<file path="src/rtl/pong_pkg.sv">
// Shared types for the pong datapath: screen geometry, coordinates
// and the row-scan state used by the matrix scanner.
package pong_pkg;

    localparam int SCREEN_DIM = 16;

    typedef logic [3:0] coord_t;

    typedef enum logic {
        BLANK,
        LIT
    } scan_state_t;

endpackage

</file>
<file path="src/rtl/row_pattern.sv">
// Combinational column pattern for one matrix row: ball cell plus
// the two paddles in the outer columns, clipped at the bottom row.
module row_pattern
    import pong_pkg::*;
#(
    parameter int PADDLE_LEN = 3
) (
    input  coord_t                  row_i,
    input  coord_t                  ball_x_i,
    input  coord_t                  ball_y_i,
    input  coord_t                  paddle_l_i,
    input  coord_t                  paddle_r_i,
    output logic [SCREEN_DIM-1:0]   pat_o
);

    localparam logic [4:0] LEN_M1 = 5'(PADDLE_LEN - 1);

    logic [4:0] r5;
    logic [4:0] pl_top;
    logic [4:0] pr_top;
    logic [4:0] pl_bot;
    logic [4:0] pr_bot;
    logic       hit_l;
    logic       hit_r;

    // Extents are 5 bits wide so a paddle near row 15 clips instead of
    // wrapping around to the top rows.
    assign r5     = {1'b0, row_i};
    assign pl_top = {1'b0, paddle_l_i};
    assign pr_top = {1'b0, paddle_r_i};
    assign pl_bot = pl_top + LEN_M1;
    assign pr_bot = pr_top + LEN_M1;

    assign hit_l = (r5 >= pl_top) && (r5 <= pl_bot);
    assign hit_r = (r5 >= pr_top) && (r5 <= pr_bot);

    always_comb begin
        pat_o = '0;
        if (ball_y_i == row_i) begin
            pat_o[ball_x_i] = 1'b1;
        end
        if (hit_l) begin
            pat_o[0] = 1'b1;
        end
        if (hit_r) begin
            pat_o[SCREEN_DIM-1] = 1'b1;
        end
    end

endmodule

</file>
<file path="src/rtl/matrix_scanner.sv">
// Row-at-a-time scanner for the 16x16 LED matrix with a blanking gap
// before each row and a per-frame snapshot of ball and paddles.
module matrix_scanner #(
    parameter int DWELL      = 1000,
    parameter int BLANK      = 16,
    parameter int PADDLE_LEN = 3
) (
    input  logic        clk,
    input  logic        reset,
    input  logic [3:0]  ball_x,
    input  logic [3:0]  ball_y,
    input  logic [3:0]  paddle_l,
    input  logic [3:0]  paddle_r,
    output logic [15:0] row_sel,
    output logic [15:0] col_drv,
    output logic        frame_start
);

    localparam int MAXC = (DWELL > BLANK) ? DWELL : BLANK;
    localparam int CW   = (MAXC > 1) ? $clog2(MAXC) : 1;

    localparam logic [CW-1:0] BLANK_LAST = CW'(BLANK - 1);
    localparam logic [CW-1:0] DWELL_LAST = CW'(DWELL - 1);

    pong_pkg::scan_state_t state_q;
    pong_pkg::scan_state_t state_d;
    logic [CW-1:0]         phase_q;
    logic [CW-1:0]         phase_d;
    pong_pkg::coord_t      row_q;
    pong_pkg::coord_t      row_d;

    pong_pkg::coord_t bx_q;
    pong_pkg::coord_t by_q;
    pong_pkg::coord_t pl_q;
    pong_pkg::coord_t pr_q;
    pong_pkg::coord_t bx_v;
    pong_pkg::coord_t by_v;
    pong_pkg::coord_t pl_v;
    pong_pkg::coord_t pr_v;

    logic [15:0] row_sel_q;
    logic [15:0] row_sel_d;
    logic [15:0] col_drv_q;
    logic [15:0] col_drv_d;
    logic        frame_start_q;
    logic        frame_start_d;
    logic [15:0] pat;

    // The counters describe the cycle about to be shown; the output
    // registers take its image on the next edge.
    always_ff @(posedge clk) begin
        if (reset) begin
            state_q <= pong_pkg::BLANK;
            phase_q <= '0;
            row_q   <= '0;
        end else begin
            state_q <= state_d;
            phase_q <= phase_d;
            row_q   <= row_d;
        end
    end

    always_comb begin
        state_d = state_q;
        phase_d = phase_q + 1'b1;
        row_d   = row_q;
        unique case (state_q)
            pong_pkg::BLANK: begin
                if (phase_q == BLANK_LAST) begin
                    state_d = pong_pkg::LIT;
                    phase_d = '0;
                end
            end
            pong_pkg::LIT: begin
                if (phase_q == DWELL_LAST) begin
                    state_d = pong_pkg::BLANK;
                    phase_d = '0;
                    row_d   = row_q + 4'd1;
                end
            end
            default: begin
                state_d = pong_pkg::BLANK;
                phase_d = '0;
            end
        endcase
    end

    // Bypass the snapshot on its capture edge so a 1-cycle blank gap
    // still renders row 0 from the new frame's values.
    assign bx_v = frame_start_q ? ball_x   : bx_q;
    assign by_v = frame_start_q ? ball_y   : by_q;
    assign pl_v = frame_start_q ? paddle_l : pl_q;
    assign pr_v = frame_start_q ? paddle_r : pr_q;

    row_pattern #(
        .PADDLE_LEN (PADDLE_LEN)
    ) u_row_pattern (
        .row_i      (row_q),
        .ball_x_i   (bx_v),
        .ball_y_i   (by_v),
        .paddle_l_i (pl_v),
        .paddle_r_i (pr_v),
        .pat_o      (pat)
    );

    always_comb begin
        row_sel_d     = '0;
        col_drv_d     = '0;
        frame_start_d = 1'b0;
        if (state_q == pong_pkg::LIT) begin
            row_sel_d = 16'd1 << row_q;
            col_drv_d = pat;
        end else if ((row_q == 4'd0) && (phase_q == '0)) begin
            frame_start_d = 1'b1;
        end
    end

    always_ff @(posedge clk) begin
        if (reset) begin
            row_sel_q     <= '0;
            col_drv_q     <= '0;
            frame_start_q <= 1'b0;
        end else begin
            row_sel_q     <= row_sel_d;
            col_drv_q     <= col_drv_d;
            frame_start_q <= frame_start_d;
        end
    end

    always_ff @(posedge clk) begin
        if (reset) begin
            bx_q <= '0;
            by_q <= '0;
            pl_q <= '0;
            pr_q <= '0;
        end else if (frame_start_q) begin
            bx_q <= ball_x;
            by_q <= ball_y;
            pl_q <= paddle_l;
            pr_q <= paddle_r;
        end
    end

    assign row_sel     = row_sel_q;
    assign col_drv     = col_drv_q;
    assign frame_start = frame_start_q;

endmodule

</file>
<file path="config.mk">
export PLATFORM = sky130hd
export DESIGN_NAME = matrix_scanner
export DESIGN_NICKNAME = d
export VERILOG_FILES = /design/src/rtl/pong_pkg.sv /design/src/rtl/row_pattern.sv /design/src/rtl/matrix_scanner.sv
export SDC_FILE = /design/constraint.sdc
export NUM_CORES = 1
export LEC_CHECK = 0
export BUFFER_PORTS_ARGS = -buffer_cell sky130_fd_sc_hd__buf_2
export CORE_MARGIN = 2
export CORE_UTILIZATION = 45
export CTS_BUF_LIST = sky130_fd_sc_hd__clkbuf_16
export CTS_CLUSTER_SIZE = 24
export DETAILED_ROUTE_END_ITERATION = 8
export PLACE_DENSITY = 0.75
export SETUP_SLACK_MARGIN = 0.15
export SYNTH_ARGS = -nofsm -noshare
export SYNTH_HDL_FRONTEND = slang
export SYNTH_SLANG_ARGS = --single-unit
</file>
<file path="constraint.sdc">
create_clock -name clk -period 3.6 [get_ports clk]
set_input_delay 0.72 -clock clk [delete_from_list [all_inputs] [get_ports clk]]
set_output_delay 0.72 -clock clk [all_outputs]
set_load 0.005 [all_outputs]
</file>
==> metrics.log, run 1 <==
[metrics] run status: finished clean
[metrics] Netlist cell types: 47
[metrics] most frequent cells in the layout: dfxtp_1, nor2_1, buf_2, ha_1, inv_1
[metrics] Async S/R FF share, synth: 0%
[metrics] Antenna diodes: 0
[metrics] headroom to the max-slew limit: 63.1%
[metrics] Worst IR Drop VDD: around 0.31 mV
[metrics] Detailed Place HPWL: 3.97 mm
[metrics] number of endpoints failing setup at the final stage: 0
[metrics] total via count in the routed design: between 2k and 2.5k
[metrics] nature of the critical path startpoint: register
[metrics] clk_skew: 0.00564 ns
[metrics] leakage power summed over all cells: 1.56 nW
[metrics] Post-synth EDFFs: 0
[metrics] global-route total usage across every layer: 16.4%
[metrics] cell type with the highest aggregate area in the netlist: dfxtp_1
[metrics] max_cap viols: 0
[metrics] slew at the pin closest to its max-slew limit: roughly 0.55 ns
[metrics] CTS tree: built
[metrics] Cells after Synth: 283
[metrics] maximum number of pins on one net before global-route repair: 27
[metrics] post_cts resized: 0
[metrics] sequential share of power: 42.1%
[metrics] Layout Cell Area excl Fill: roughly 3400 µm²
[metrics] Synth area leaders: dfxtp_1, ha_1, nor2_1
[metrics] share of synthesized area occupied by flip-flops and latches: 45.6%
[metrics] count of buffers added by post-CTS timing repair for setup: 0
[metrics] element type at the critical path end: register
[metrics] clock tree buffer depth: 2
[metrics] Placer Congestion: 0.822
[metrics] H-Tree Level Count: 3
[metrics] initial cell density of the core: 46.9%
[metrics] Final Max Tran Viols: 0
[metrics] I/O Buffers: 50
[metrics] number of sinks handled by clock tree synthesis: 64
[metrics] combinational share of power: 8.5%
[metrics] final layout net count: 376
[metrics] Post-Synthesis Cell Area: ~2800 µm²
[metrics] horizontal die dimension: 83.0 µm
[metrics] synthesized net count: about 330
[metrics] number of hold-repair buffers added at the cts stage: 0
[metrics] via-per-instance ratio: 4.98
[metrics] power per standard cell area: 518 nW/µm²
[metrics] share of the cycle needed by the critical path after routing: 69.8%
[metrics] latest clock arrival within the worst-skew pair: 0.32 ns
[metrics] Psw: 0.000366 W
[metrics] arrival time at the worst endpoint: 2.70 ns
[metrics] crit path max fanout: 20
[metrics] remaining global-route overflow: 0
[metrics] Final TNS setup: 0 ns
[metrics] upper clock frequency limit: between 300 and 400 MHz
[metrics] FP Rows: 28
[metrics] die area: 6890 µm²
[metrics] routed length per instance: 12.9 µm
[metrics] die extent in y: ~83 µm
[metrics] number of global-route vias before repair: 2033
[metrics] post-synthesis sequential element count: 64
[metrics] post-layout min period: 2.51 ns
[metrics] Critical Setup Path Class: reg -> reg
[metrics] antenna violations before repair: 0
[metrics] area of the core: 5990 µm²
[metrics] fraction of post-synthesis cell area in the top cell type by area: 45.6%
[metrics] Clock Pin Slew Worst Setup and Hold Paths: 0.05 ns
[metrics] commonest register cell after synthesis: dfxtp_1
[metrics] placed inst area: ~3100 µm²
[metrics] DRC violation count after routing: 0
[metrics] internal power: 0.00139 W
[metrics] first-iteration detailed-routing DRC count: slightly below 90
[metrics] Area growth syn-to-layout: 20.3%
[metrics] commonest non-fill, non-tap cell in the layout: dfxtp_1
[metrics] wire length of the first global-routing pass: between 9 and 10 mm
[metrics] number of buffers created by CTS: 9
[metrics] wirelength, routed: 5.32 mm
[metrics] required time worst endpoint: 3.79 ns
[metrics] number of hold-slack violations in the final timing report: 0
[metrics] fraction of final layout cells with drive strength greater than 1: 21.8%
[metrics] root buf cell: clkbuf_16
[metrics] setup repair after global routing missed its margin: no
[metrics] class of the tightest hold or removal check: reg -> reg
[metrics] sw frac: 20.9%
[metrics] relative contribution of the clock network to total power: 49.4%
[metrics] first drt pass iteration count: 4
[metrics] synthesis warning total: 0
[metrics] Mean Syn Cell Area: 9.92 µm²
[metrics] I/O Pins: 51
[metrics] number of nets with antenna violations after routing: 0
[power groups by stage]
stage | logic [W] | clock network [W] | registers (W)
6_report | 0.000150 | 0.000865 | 0.000737
2_1_floorplan | 0.000122 | 0 | 0.000747
4_1_cts | 0.000151 | 0.000882 | 0.000737
3_3_place_gp | 0.000145 | 0 | 0.000750
3_5_place_dp | 0.000150 | 0 | 0.000751
5_1_grt | 0.000169 | 0.000920 | 0.000738
[path summary, 6_finish.rpt]
check / startpoint / end / slack [ns] / cells after the start
worst max register to register: frame_start / col_drv[0] / 1.09 / 10
worst min register to register: phase_q[0] / phase_q[0] / 0.46 / 1
worst min-delay path: phase_q[0] / phase_q[0] / 0.46 / 1
worst max-delay path: frame_start / col_drv[0] / 1.09 / 10
[Yosys cell counts, drive strengths merged (4+ instances only)]
| library cell | count |
|---|---|
| and3 | 11 |
| mux2i | 14 |
| nor2 | 58 |
| xnor2 | 9 |
| nor2b | 5 |
| a21oi | 8 |
| dfxtp | 64 |
| ha | 24 |
| inv | 15 |
| clkbuf | 7 |
| nand2 | 8 |
| buf | 4 |
| xor2 | 6 |
| nand3 | 5 |
[critical path, cell delays in order, from the launching register on]
cell and delay [ns]:
dfxtp_1 0.48, buf_4 0.36, mux2i_1 0.34, inv_1 0.08, ha_1 0.19, xor2_1 0.16, ha_1 0.34, nand4b_1 0.10
o21ai_0 0.09, a21oi_1 0.16, o22ai_2 0.09
[registers in the layout, indices dropped and copies added, names as in the netlist]
signal	flops
frame_start	1
state_q	1
phase_q	10
by_q	4
pr_q	4
pl_q	4
row_q	4
col_drv	16
bx_q	4
row_sel	16
[cell families (layout without fill, tap and decap cells)]
logic type	Yosys count	count (layout)	synth area share (%)
AOI/OAI and AO/OA	26	26	6.28
xor gates and xnor gates	15	15	4.68
adders and majority gates	24	24	10.7
buffers and inverters	26	82	5.04
DFF	64	64	45.6
muxes	16	16	6.68
and+or+nand+nor	112	112	21.0
[final cells by class]
type,instances,area [µm²]
Clock buffer,9,225
Clock inverter,7,78.8
Multi-Input combinational cell,193,1390
Tap cell,75,93.8
Fill cell,542,2610
Inverter,15,56.3
Timing Repair Buffer,51,258
Sequential cell,64,1280
[per-stage QoR]
| stage | std cells | utilization [%] | power, W | hold slack [ns] | setup slack, ns |
|---|---|---|---|---|---|
| after floorplan | 283 | - | 0.000870 | 0.426 | 1.24 |
| after global placement | 398 | 51.3 | 0.000895 | 0.438 | 1.08 |
| after detailed placement | 398 | 51.3 | 0.000901 | 0.457 | 1.00 |
| after CTS | 414 | 56.4 | 0.00177 | 0.469 | 1.07 |
| after global routing | 414 | 56.4 | 0.00183 | 0.502 | 0.860 |
| final | 414 | 56.4 | 0.00175 | 0.460 | 1.09 |
[routing by layer]
layer	part of all wire [%]	track usage, %
met5	0	0
met3	3.4	4.77
met1	46	19.5
met2	49	28.2
met4	1.7	5.96
No activity file was read; power rests on OpenSTA's default activity.
==> run 2, diff against run 1 <==
Clock period 3.6 ns to 2.6 ns, I/O delays scaled along.
==> run 2 against run 1 <==
  * Final area grew 0.93%
  * Critical endpoint unchanged
  * First-iteration DRC count shrank 5.7%
  * Sequential cell count stayed put
  * Core utilization increased by 0.52 points
  * Clock power rose by 41%
  * Worst hold slack improved by 0.0018 ns
  * Global-route usage rose by 0.33 points
  * Cell count increased by 0.97%
  * Sequential power rose by 38%
  * Worst setup slack lost 0.73 ns
==> metrics.log, run 2 (synthesized netlist as in run 1, its figures left out) <==
[metrics] number of sinks handled by clock tree synthesis: 64 (unchanged)
[metrics] FP Rows: 28 (unchanged)
[metrics] post-route insts no fill: 418 (+0.97%)
[metrics] post_cts resized: 0 (unchanged)
[metrics] arrival time at the worst endpoint: 2.44 ns (-0.26 ns)
[metrics] root buf cell: clkbuf_16
[metrics] headroom to the max-slew limit: 63.7% (+0.66 points)
[metrics] Worst IR Drop VDD: 0.491 mV (+60%)
[metrics] PnR worst setup slack: 0.354 ns (-0.733 ns)
[metrics] Worst path slowest cell: dfxtp_2
[metrics] global-route total usage across every layer: 16.7% (+0.33 points)
[metrics] via-per-instance ratio: 4.94 (-0.76%)
[metrics] number of hold-repair buffers added at the cts stage: 0 (unchanged)
[metrics] Placer Congestion: 0.858 (+4.3%)
[metrics] number of endpoints failing setup at the final stage: 0 (unchanged)
[metrics] nature of the critical path startpoint: register
[metrics] I/O Pins: 51 (unchanged)
[metrics] wirelength, routed: 5.46 mm (+2.6%)
[metrics] Detailed Place HPWL: 3.93 mm (-1.2%)
[metrics] clock tree buffer depth: 2 (unchanged)
[metrics] post-place setup slack: 0.243 ns (-0.757 ns)
[metrics] most frequent cells in the layout: dfxtp_1, nor2_1, buf_2, ha_1, inv_1
[metrics] power per standard cell area: 721 nW/µm² (+39%)
[metrics] endpoint of the most critical register-to-register path: col_drv[0]
[metrics] upper clock frequency limit: 445 MHz (+12%)
[metrics] leakage power summed over all cells: 1.58 nW (+1.3%)
[metrics] count of buffers added by post-CTS timing repair for setup: 0 (unchanged)
[metrics] area of the core: 5990 µm² (unchanged)
[metrics] Layout Cell Area excl Fill: 3410 µm² (+0.93%)
[metrics] required time worst endpoint: 2.80 ns (-0.99 ns)
[metrics] maximum number of pins on one net before global-route repair: 27 (unchanged)
[metrics] slew at the pin closest to its max-slew limit: 0.543 ns (-0.00952 ns)
[metrics] number of buffers created by CTS: 9 (unchanged)
[metrics] delay contributed by the slowest stage of the critical path: 0.42 ns (-0.06 ns)
[metrics] final core utilization: 56.9% (+0.52 points)
[metrics] initial cell density of the core: 46.9% (unchanged)
[metrics] number of nets with antenna violations after routing: 0 (unchanged)
[metrics] DRC violation count after routing: 0 (unchanged)
[metrics] number of hold-slack violations in the final timing report: 0 (unchanged)
[metrics] horizontal die dimension: 83.0 µm (unchanged)
[metrics] placed cell count: 402 (+1.0%)
[metrics] Final Max Tran Viols: 0 (unchanged)
[metrics] routed length per instance: 13.1 µm (+1.6%)
[metrics] H-Tree Level Count: 3 (unchanged)
[metrics] share of the cycle needed by the critical path after routing: 86.4% (+17 points)
[metrics] CTS tree: built
[metrics] fraction of final layout cells with drive strength greater than 1: 23.0% (+1.2 points)
[metrics] Critical Setup Path Class: reg -> reg
[metrics] crit path max fanout: 8 (-60%)
[metrics] remaining global-route overflow: 0 (unchanged)
[metrics] wire length of the first global-routing pass: 9.16 mm (-0.15%)
[metrics] run status: finished clean
[metrics] CP Buf/Inv Count: 1 (-1)
[metrics] I/O Buffers: 50 (unchanged)
[metrics] latest clock arrival within the worst-skew pair: 0.32 ns (about the same)
[metrics] die area: 6890 µm² (unchanged)
[metrics] depth of the worst hold-timing path: 1 (unchanged)
[metrics] internal reg-to-reg setup slack: 0.35 ns (-0.73 ns)
[metrics] number of global-route vias before repair: 1979 (-2.7%)
[metrics] Antenna diodes: 0 (unchanged)
[metrics] placed inst area: 3100 µm² (+0.98%)
[metrics] worst path cell trace: and2b_2 > a21oi_1 > inv_1 > ha_1 > xor2_1 > ha_1 > nand4b_1 > o21ai_0 > a21oi_1 > o22ai_2
[metrics] origin of the worst min-delay path: phase_q[0]
[metrics] element type at the critical path end: register
[metrics] Final TNS setup: 0 ns (unchanged)
[metrics] die extent in y: 83.0 µm (unchanged)
[metrics] total via count in the routed design: 2066 (+0.19%)
[metrics] max_cap viols: 0 (unchanged)
[metrics] post-layout min period: 2.25 ns (-0.267 ns)
[metrics] final layout net count: 380 (+1.1%)
[metrics] family of cells with the greatest summed delay on the critical path: compound AO/OA/AOI/OAI gates
[metrics] first drt pass iteration count: 4 (unchanged)
[metrics] setup repair after global routing missed its margin: no
[metrics] end point of the most critical hold path: phase_q[0]
[metrics] length in cells of the worst reg-to-reg path: 10 (unchanged)
[metrics] clk_skew: 0.00649 ns (+0.000849 ns)
[metrics] commonest non-fill, non-tap cell in the layout: dfxtp_1
[metrics] first-iteration detailed-routing DRC count: 82 (-5.7%)
[metrics] class of the tightest hold or removal check: reg -> reg
[metrics] Area growth syn-to-layout: 21.4%
[metrics] R2R Path Start: frame_start
[metrics] Clock Pin Slew Worst Setup and Hold Paths: 0.05 ns (about the same)
[metrics] antenna violations before repair: 0 (unchanged)
-- run 2: worst max-delay path by stage --
stage / from / end / slack [ns] / cells past startpoint
2_1_floorplan: frame_start / col_drv[15] / 0.24 / 12
3_3_place_gp: frame_start / col_drv[0] / 0.30 / 8
3_5_place_dp: frame_start / col_drv[0] / 0.24 / 10
4_1_cts: frame_start / col_drv[0] / 0.21 / 10
5_1_grt: frame_start / col_drv[15] / 0.17 / 9
6_report: frame_start / col_drv[0] / 0.35 / 10
-- run 2: where the power goes --
group / total [W] / internal [W] / switching (W) / leakage (nW)
logic: 0.000219 / 0.0000995 / 0.000120 / 0.911
clock network: 0.00122 / 0.000820 / 0.000396 / 0.155
registers: 0.00102 / 0.00101 / 0.0000154 / 0.518
-- run 2: layout make-up --
type,instances,area (µm²)
fillers,544,2580
multi-input cells,193,1390
flip-flops and latches,64,1280
repair buffers,55,288
clock buffers,9,225
well taps,75,93.8
clock inverters,7,78.8
inverters,15,56.3
-- run 2: metal layers --
metal	global-route usage, %	vias to the layer above	wire length (µm)
li1	-	1063	-
met1	19.8	959	2460
met2	26.9	37	2650
met3	5.37	7	259
met4	9.09	0	82
met5	0	-	0
-- run 2: metrics by stage --
step                power, W  hold WS (ns)
CTS                  0.00248         0.470
global route         0.00255         0.489
floorplan            0.00120         0.426
finish               0.00246         0.461
detailed placement   0.00126         0.458
global placement     0.00125         0.441
